### src/rtl/i2s_rx_sync_if.sv
// Stereo I2S receive bundle.
// Groups the asynchronous I2S lines, the error-clear request and the
// deserialised stereo outputs of i2s_rx_sync.
//   bclk, lrclk, sdata : I2S bit clock, word select (0 = left) and serial data
//   clear_err          : request to clear the sticky frame_err flag
//   left_chan          : last complete left word
//   right_chan         : last complete right word
//   valid              : one-cycle strobe, new stereo pair on left_chan/right_chan
//   frame_err          : sticky, a channel ended before BITSIZE bits arrived
// master: the side that drives the I2S lines and consumes samples.
// slave : the receiver itself.
interface i2s_rx_sync_if #(
  parameter int unsigned BITSIZE = 16
) ();

  logic               bclk;
  logic               lrclk;
  logic               sdata;
  logic               clear_err;
  logic [BITSIZE-1:0] left_chan;
  logic [BITSIZE-1:0] right_chan;
  logic               valid;
  logic               frame_err;

  modport master (
    output bclk,
    output lrclk,
    output sdata,
    output clear_err,
    input  left_chan,
    input  right_chan,
    input  valid,
    input  frame_err
  );

  modport slave (
    input  bclk,
    input  lrclk,
    input  sdata,
    input  clear_err,
    output left_chan,
    output right_chan,
    output valid,
    output frame_err
  );

endinterface

### src/rtl/i2s_rx_sync.sv
// I2S receiver for the codec ADC path (codec is bit-clock master).
// Oversamples bclk/lrclk/sdata in the system clock domain, deserialises
// MSB-first left/right words of BITSIZE bits and presents them as one stereo
// sample with a one-cycle valid strobe.
// Ports:
//   clk   : system clock, at least 4x the bit clock
//   reset : synchronous, active-high
//   bus   : i2s_rx_sync_if slave modport (I2S lines, clear_err, stereo outputs)
module i2s_rx_sync #(
  parameter int unsigned BITSIZE = 16,
  parameter int unsigned SYNC    = 2
) (
  input logic          clk,
  input logic          reset,
  i2s_rx_sync_if.slave bus
);

  // One extra bit so the counter can also express BITSIZE for the align shift.
  localparam int unsigned CntW = $clog2(BITSIZE) + 1;

  typedef enum logic [1:0] {StIdle, StShift, StDone} state_e;

  state_e state_q, state_d;

  logic [SYNC-1:0]    bclk_sync_q, lrclk_sync_q, sdata_sync_q;
  logic               bclk_s, lrclk_s, sdata_s;
  logic               bclk_d1_q;
  logic               lr_prev_q;
  logic               rise, word_start;

  logic [CntW-1:0]    cnt_q;
  logic [BITSIZE-1:0] shift_q;
  logic               chan_q;
  logic [BITSIZE-1:0] left_hold_q;
  logic [BITSIZE-1:0] left_q, right_q;
  logic               valid_q;
  logic               err_q;

  logic [BITSIZE-1:0] shift_next, partial;
  logic [CntW-1:0]    shamt;
  logic               last_bit;

  logic               load_start, shift_en, commit, short_word;
  logic [BITSIZE-1:0] commit_word;

  // Identical chains keep the three lines aligned to each other.
  always_ff @(posedge clk) begin
    if (reset) begin
      bclk_sync_q  <= '0;
      lrclk_sync_q <= '0;
      sdata_sync_q <= '0;
      bclk_d1_q    <= 1'b0;
      lr_prev_q    <= 1'b0;
    end else begin
      bclk_sync_q  <= {bclk_sync_q[SYNC-2:0], bus.bclk};
      lrclk_sync_q <= {lrclk_sync_q[SYNC-2:0], bus.lrclk};
      sdata_sync_q <= {sdata_sync_q[SYNC-2:0], bus.sdata};
      bclk_d1_q    <= bclk_s;
      if (rise) begin
        lr_prev_q <= lrclk_s;
      end
    end
  end

  assign bclk_s     = bclk_sync_q[SYNC-1];
  assign lrclk_s    = lrclk_sync_q[SYNC-1];
  assign sdata_s    = sdata_sync_q[SYNC-1];
  assign rise       = bclk_s & ~bclk_d1_q;
  assign word_start = rise & (lrclk_s != lr_prev_q);

  assign shift_next = {shift_q[BITSIZE-2:0], sdata_s};
  assign last_bit   = (cnt_q == CntW'(BITSIZE - 1));
  // A truncated word holds cnt_q bits in the LSBs; move them up to the MSBs.
  assign shamt      = CntW'(BITSIZE) - cnt_q;
  assign partial    = shift_q << shamt;

  // State register.
  always_ff @(posedge clk) begin
    if (reset) begin
      state_q <= StIdle;
    end else begin
      state_q <= state_d;
    end
  end

  // Next-state logic.
  always_comb begin
    state_d = state_q;
    if (rise) begin
      unique case (state_q)
        StIdle: begin
          if (word_start && !lrclk_s) state_d = StShift;
        end
        StShift: begin
          if (word_start)    state_d = StShift;
          else if (last_bit) state_d = StDone;
        end
        StDone: begin
          if (word_start) state_d = StShift;
        end
        default: state_d = StIdle;
      endcase
    end
  end

  // Output / datapath control.
  always_comb begin
    load_start  = 1'b0;
    shift_en    = 1'b0;
    commit      = 1'b0;
    short_word  = 1'b0;
    commit_word = '0;
    if (rise) begin
      unique case (state_q)
        StIdle: begin
          load_start = word_start & ~lrclk_s;
        end
        StShift: begin
          if (word_start) begin
            // Close the truncated word and open the new one in the same cycle.
            load_start  = 1'b1;
            commit      = 1'b1;
            short_word  = 1'b1;
            commit_word = partial;
          end else begin
            shift_en = 1'b1;
            if (last_bit) begin
              commit      = 1'b1;
              commit_word = shift_next;
            end
          end
        end
        StDone: begin
          load_start = word_start;
        end
        default: ;
      endcase
    end
  end

  always_ff @(posedge clk) begin
    if (reset) begin
      cnt_q       <= '0;
      shift_q     <= '0;
      chan_q      <= 1'b0;
      left_hold_q <= '0;
      left_q      <= '0;
      right_q     <= '0;
      valid_q     <= 1'b0;
      err_q       <= 1'b0;
    end else begin
      valid_q <= 1'b0;
      if (load_start) begin
        cnt_q   <= '0;
        shift_q <= '0;
        chan_q  <= lrclk_s;
      end else if (shift_en) begin
        shift_q <= shift_next;
        cnt_q   <= cnt_q + CntW'(1);
      end
      if (commit) begin
        if (!chan_q) begin
          left_hold_q <= commit_word;
        end else begin
          // Publish the pair together so both channels change in one cycle.
          right_q <= commit_word;
          left_q  <= left_hold_q;
          valid_q <= 1'b1;
        end
      end
      if (short_word) begin
        err_q <= 1'b1;
      end else if (bus.clear_err) begin
        err_q <= 1'b0;
      end
    end
  end

  assign bus.left_chan  = left_q;
  assign bus.right_chan = right_q;
  assign bus.valid      = valid_q;
  assign bus.frame_err  = err_q;

endmodule
### src/flat_wrapper.sv
// flat-port wrapper written by rule: the top's interface ports become plain ports
module i2s_rx_sync_flat 
#(
  parameter int unsigned BITSIZE = 16,
  parameter int unsigned SYNC    = 2
)
  (clk, reset, bus_bclk, bus_lrclk, bus_sdata, bus_clear_err, bus_left_chan, bus_right_chan, bus_valid, bus_frame_err);
  i2s_rx_sync_if #(.BITSIZE(BITSIZE)) bus_i ();
  input logic clk;
  input logic reset;
  input wire logic [$bits(bus_i.bclk)-1:0] bus_bclk;
  input wire logic [$bits(bus_i.lrclk)-1:0] bus_lrclk;
  input wire logic [$bits(bus_i.sdata)-1:0] bus_sdata;
  input wire logic [$bits(bus_i.clear_err)-1:0] bus_clear_err;
  output wire logic [$bits(bus_i.left_chan)-1:0] bus_left_chan;
  output wire logic [$bits(bus_i.right_chan)-1:0] bus_right_chan;
  output wire logic [$bits(bus_i.valid)-1:0] bus_valid;
  output wire logic [$bits(bus_i.frame_err)-1:0] bus_frame_err;
  assign bus_i.bclk = bus_bclk;
  assign bus_i.lrclk = bus_lrclk;
  assign bus_i.sdata = bus_sdata;
  assign bus_i.clear_err = bus_clear_err;
  assign bus_left_chan = bus_i.left_chan;
  assign bus_right_chan = bus_i.right_chan;
  assign bus_valid = bus_i.valid;
  assign bus_frame_err = bus_i.frame_err;
  i2s_rx_sync #(.BITSIZE(BITSIZE), .SYNC(SYNC)) u_core (.clk(clk), .reset(reset), .bus(bus_i));
endmodule
### config.mk
export PLATFORM = sky130hd
export DESIGN_NAME = i2s_rx_sync_flat
export DESIGN_NICKNAME = d
export VERILOG_FILES = /design/src/rtl/i2s_rx_sync_if.sv /design/src/rtl/i2s_rx_sync.sv /design/src/flat_wrapper.sv
export SDC_FILE = /design/constraint.sdc
export NUM_CORES = 1
export LEC_CHECK = 0
export CELL_PAD_IN_SITES_DETAIL_PLACEMENT = 1
export CELL_PAD_IN_SITES_GLOBAL_PLACEMENT = 1
export CORE_ASPECT_RATIO = 0.8
export CORE_UTILIZATION = 37
export CTS_CLUSTER_DIAMETER = 80
export CTS_CLUSTER_SIZE = 28
export DETAILED_ROUTE_END_ITERATION = 10
export GPL_ROUTABILITY_DRIVEN = 0
export PLACE_DENSITY = 0.7
export SLEW_MARGIN = 20
export SYNTH_ARGS = -nofsm -noshare
export SYNTH_HDL_FRONTEND = slang
export SYNTH_SLANG_ARGS = --single-unit
### constraint.sdc
create_clock -name clk -period 2.9 [get_ports clk]
set_clock_uncertainty 0.05 [all_clocks]
set_input_delay 0.435 -clock clk [delete_from_list [all_inputs] [get_ports clk]]
set_output_delay 0.435 -clock clk [all_outputs]
set_load 0.05 [all_outputs]
==> impl_metrics.tcl <==
set metrics [dict create \
    status "finished clean" \
    placed_cells 618 \
    endpoint_kind "flip-flop" \
    antenna_found_initial 0 \
    layout_common_cells "nand2_1, dfxtp_1, a21oi_1" \
    max_freq_ghz 0.385 \
    grt_use_total_pct 21.1 \
    diodes 0 \
    syn_area_um2 4050 \
    synthCells 459 \
    r2r_start "u_core.cnt_q[1]$_SDFFE_PP0P_" \
    setup_viol 0 \
    slew_violations 0 \
    fp.dieW_um 119 \
    r2r-end "u_core.left_hold_q[6]$_SDFFE_PP0P_" \
    p_seq_share_pct 50.9 \
    ctsHoldBuffers 0 \
    grt_overflow 0 \
    finalPower_w 0.00223 \
    crit_chain "inv_1 -> ha_1 -> buf_4 -> mux2i_1 -> mux4_1 -> nor2_1 -> a32oi_1 -> o31ai_1" \
    layout_commonest_cell "nand2_1" \
    antenna_left 0 \
    path_depth 8 \
    rows 33 \
    sw_frac_of_total_pct 21.7 \
    crit_family "multiplexers" \
    drtIter0Drc 199 \
    grt_pass1_wl_mm 18.6 \
    synth-edff-count 0 \
    p_per_area_nw_per_um2 463 \
    dp_hpwl_mm 8.23 \
    net-switching-power_w 0.000484 \
    fin_cells 633 \
    drc_errors 0 \
    wl_per_cell_um 17.7 \
    startpoint "u_core.cnt_q[1]$_SDFFE_PP0P_" \
    vias 3472 \
    totalWireLength_mm 11.2 \
    slowest_delay_ns 0.53 \
    cts_made_buffers 9 \
    drv_cap 0 \
    ys_seq_area_share_pct 40.6 \
    start_kind "flip-flop" \
    hold_viol 0 \
    yosysTopAreaCellShare_pct 40.6 \
    crit_fanout 22 \
    synth_cell_types 59 \
    nets 503 \
    synth_nets 473 \
    first_pass_iters 4 \
    final_layout_size_suffix_gt1_share_pct 11.0 \
    cp_slowest_cell "mux4_1" \
    post-route-period-util_pct 89.6 \
    synth_largest_area_cell "dfxtp_1" \
    cp.required_ns 3.10 \
    setup_total_negative_slack_ns 0 \
    pre_cts_ws_ns 0.315 \
    synth_area_leaders "dfxtp_1, nand2_1, a21oi_1" \
    multiInputGateArea_um2 2230 \
    seqCellArea_um2 1640 \
    path_class "flip-flop to flip-flop" \
    synth_ff_type "dfxtp_1" \
    fin_crit_ns 2.60 \
    combPwrFrac_pct 2.0 \
    r2r_slack_ns 0.30 \
    cts_setup_buffers 0 \
    yosysWarningCount 0 \
    p_leak_nw 1.57 \
    hold_class "flip-flop to flip-flop" \
    insertion_delay_ns 0.34 \
    utilization_pct 46.1 \
    synth_seq_cells 82 \
    vias_per_cell 5.48 \
    grt_max_degree 39 \
    io_pins 40 \
    rsz0062_at_grt "false" \
    critPathCapture "u_core.left_hold_q[6]$_SDFFE_PP0P_" \
    synth.avg_cell_area_um2 8.82 \
    layout_setup_ws_ns 0.302 \
    cts_tree "built" \
    clock_path_buffers 2 \
    ir_drop_mv 0.244 \
    die_h_um 95.6 \
    tightest_slew_ns 0.639 \
    clock_power_share_pct 47.0 \
    coreArea_um2 10400 \
    htree_levels 3 \
    portBuffers 39 \
    cts-root-buf "clkbuf_16" \
    grt_pass1_vias 3607 \
    dieArea_um2 11400 \
    path_buf_inv 2 \
    area_growth_pct 18.9 \
    relSlewSlack_pct 57.3 \
    start_util_pct 38.7 \
    crit_arrival_ns 2.79 \
    clk_pin_slew_ns 0.06 \
    fillCellCount 1238 \
    cts.sinks 82 \
    cts_resized 0 \
    p_int_w 0.00174 \
    synthArstFlopShare_pct 0 \
    reg2reg_depth 8 \
]
-- per-layer routing --
metal | share of wire [%] | global-route usage (%) | up-vias
li1 | - | - | 1674
met1 | 48 | 27.3 | 1720
met2 | 46 | 35.1 | 64
met3 | 4.1 | 4.72 | 14
met4 | 1.7 | 6.96 | 0
met5 | 0 | 0 | -
-- flip-flops by register name, summed over array words and instances, names as in the netlist --
register,flops
u_core.bus.valid,1
u_core.bclk_d1_q,1
u_core.bus.right_chan,16
u_core.cnt_q,5
u_core.lrclk_sync_q,2
u_core.chan_q,1
u_core.left_hold_q,16
u_core.shift_q,16
u_core.bclk_sync_q,2
u_core.sdata_sync_q,2
u_core.lr_prev_q,1
u_core.bus.frame_err,1
u_core.state_q,2
u_core.bus.left_chan,16
-- through the flow --
stage / instance area, µm² / hold WS (ns)
3_5_place_dp: 4540 / 0.385
6_report: 4810 / 0.400
4_1_cts: 4810 / 0.406
3_3_place_gp: 4540 / 0.368
2_1_floorplan: 4050 / 0.364
5_1_grt: 4810 / 0.415
-- Yosys cell counts, drive strengths merged (2+ instances only) --
| cell type | instances |
|---|---|
| mux2i | 22 |
| or3 | 3 |
| ha | 8 |
| nor3b | 2 |
| a221oi | 4 |
| a211o | 2 |
| xor2 | 3 |
| mux2 | 4 |
| dfxtp | 82 |
| mux4 | 7 |
| a311oi | 6 |
| clkbuf | 17 |
| a21oi | 46 |
| and2 | 2 |
| nand2 | 98 |
| nor2b | 10 |
| nand2b | 6 |
| nand3b | 2 |
| inv | 9 |
| o21a | 2 |
| buf | 13 |
| o211a | 2 |
| xnor2 | 3 |
| a32o | 3 |
| a22oi | 5 |
| nand3 | 3 |
| nor2 | 40 |
| o21ai | 10 |
| a211oi | 26 |
| o31ai | 4 |
-- cells by family after synthesis --
family,after synthesis,synth area share (%)
AO/OA/AOI/OAI,119,21.6
adder cells (fa/ha/maj),8,2.47
flip-flops,82,40.6
buffers and inverters,39,4.51
multiplexers,33,10.6
AND/OR/NAND/NOR,172,18.3
XOR/XNOR,6,1.95
-- final cells by class --
type | count | share of cell area, %
Clock buffer | 11 | 5.05
Clock inverter | 4 | 0.598
Inverter | 9 | 0.702
Multi-Input combinational cell | 338 | 46.3
Sequential cell | 82 | 34.1
Tap cell | 140 | 3.64
Timing Repair Buffer | 49 | 9.57
-- how the worst min path moves through the flow --
stage / from / depth (start not counted) / endpoint
6_report: u_core.bclk_sync_q[0]$_SDFF_PP0_ / 1 / u_core.bclk_sync_q[1]$_SDFF_PP0_
5_1_grt: u_core.bclk_sync_q[0]$_SDFF_PP0_ / 1 / u_core.bclk_sync_q[1]$_SDFF_PP0_
4_1_cts: u_core.left_hold_q[11]$_SDFFE_PP0P_ / 2 / u_core.bus.left_chan[11]$_SDFFE_PP0P_
3_5_place_dp: u_core.bclk_sync_q[0]$_SDFF_PP0_ / 1 / u_core.bclk_sync_q[1]$_SDFF_PP0_
3_3_place_gp: u_core.sdata_sync_q[0]$_SDFF_PP0_ / 1 / u_core.sdata_sync_q[1]$_SDFF_PP0_
2_1_floorplan: u_core.bclk_sync_q[0]$_SDFF_PP0_ / 1 / u_core.bclk_sync_q[1]$_SDFF_PP0_
-- power groups by stage --
| stage | registers [W] | clock network, W | logic (W) |
|---|---|---|---|
| 6_report | 0.00113 | 0.00105 | 0.0000450 |
| 5_1_grt | 0.00113 | 0.00111 | 0.0000493 |
| 4_1_cts | 0.00113 | 0.00107 | 0.0000451 |
| 3_5_place_dp | 0.00116 | 0 | 0.0000446 |
| 3_3_place_gp | 0.00116 | 0 | 0.0000435 |
| 2_1_floorplan | 0.00116 | 0 | 0.0000302 |
Power figures use the tool's default switching activity.
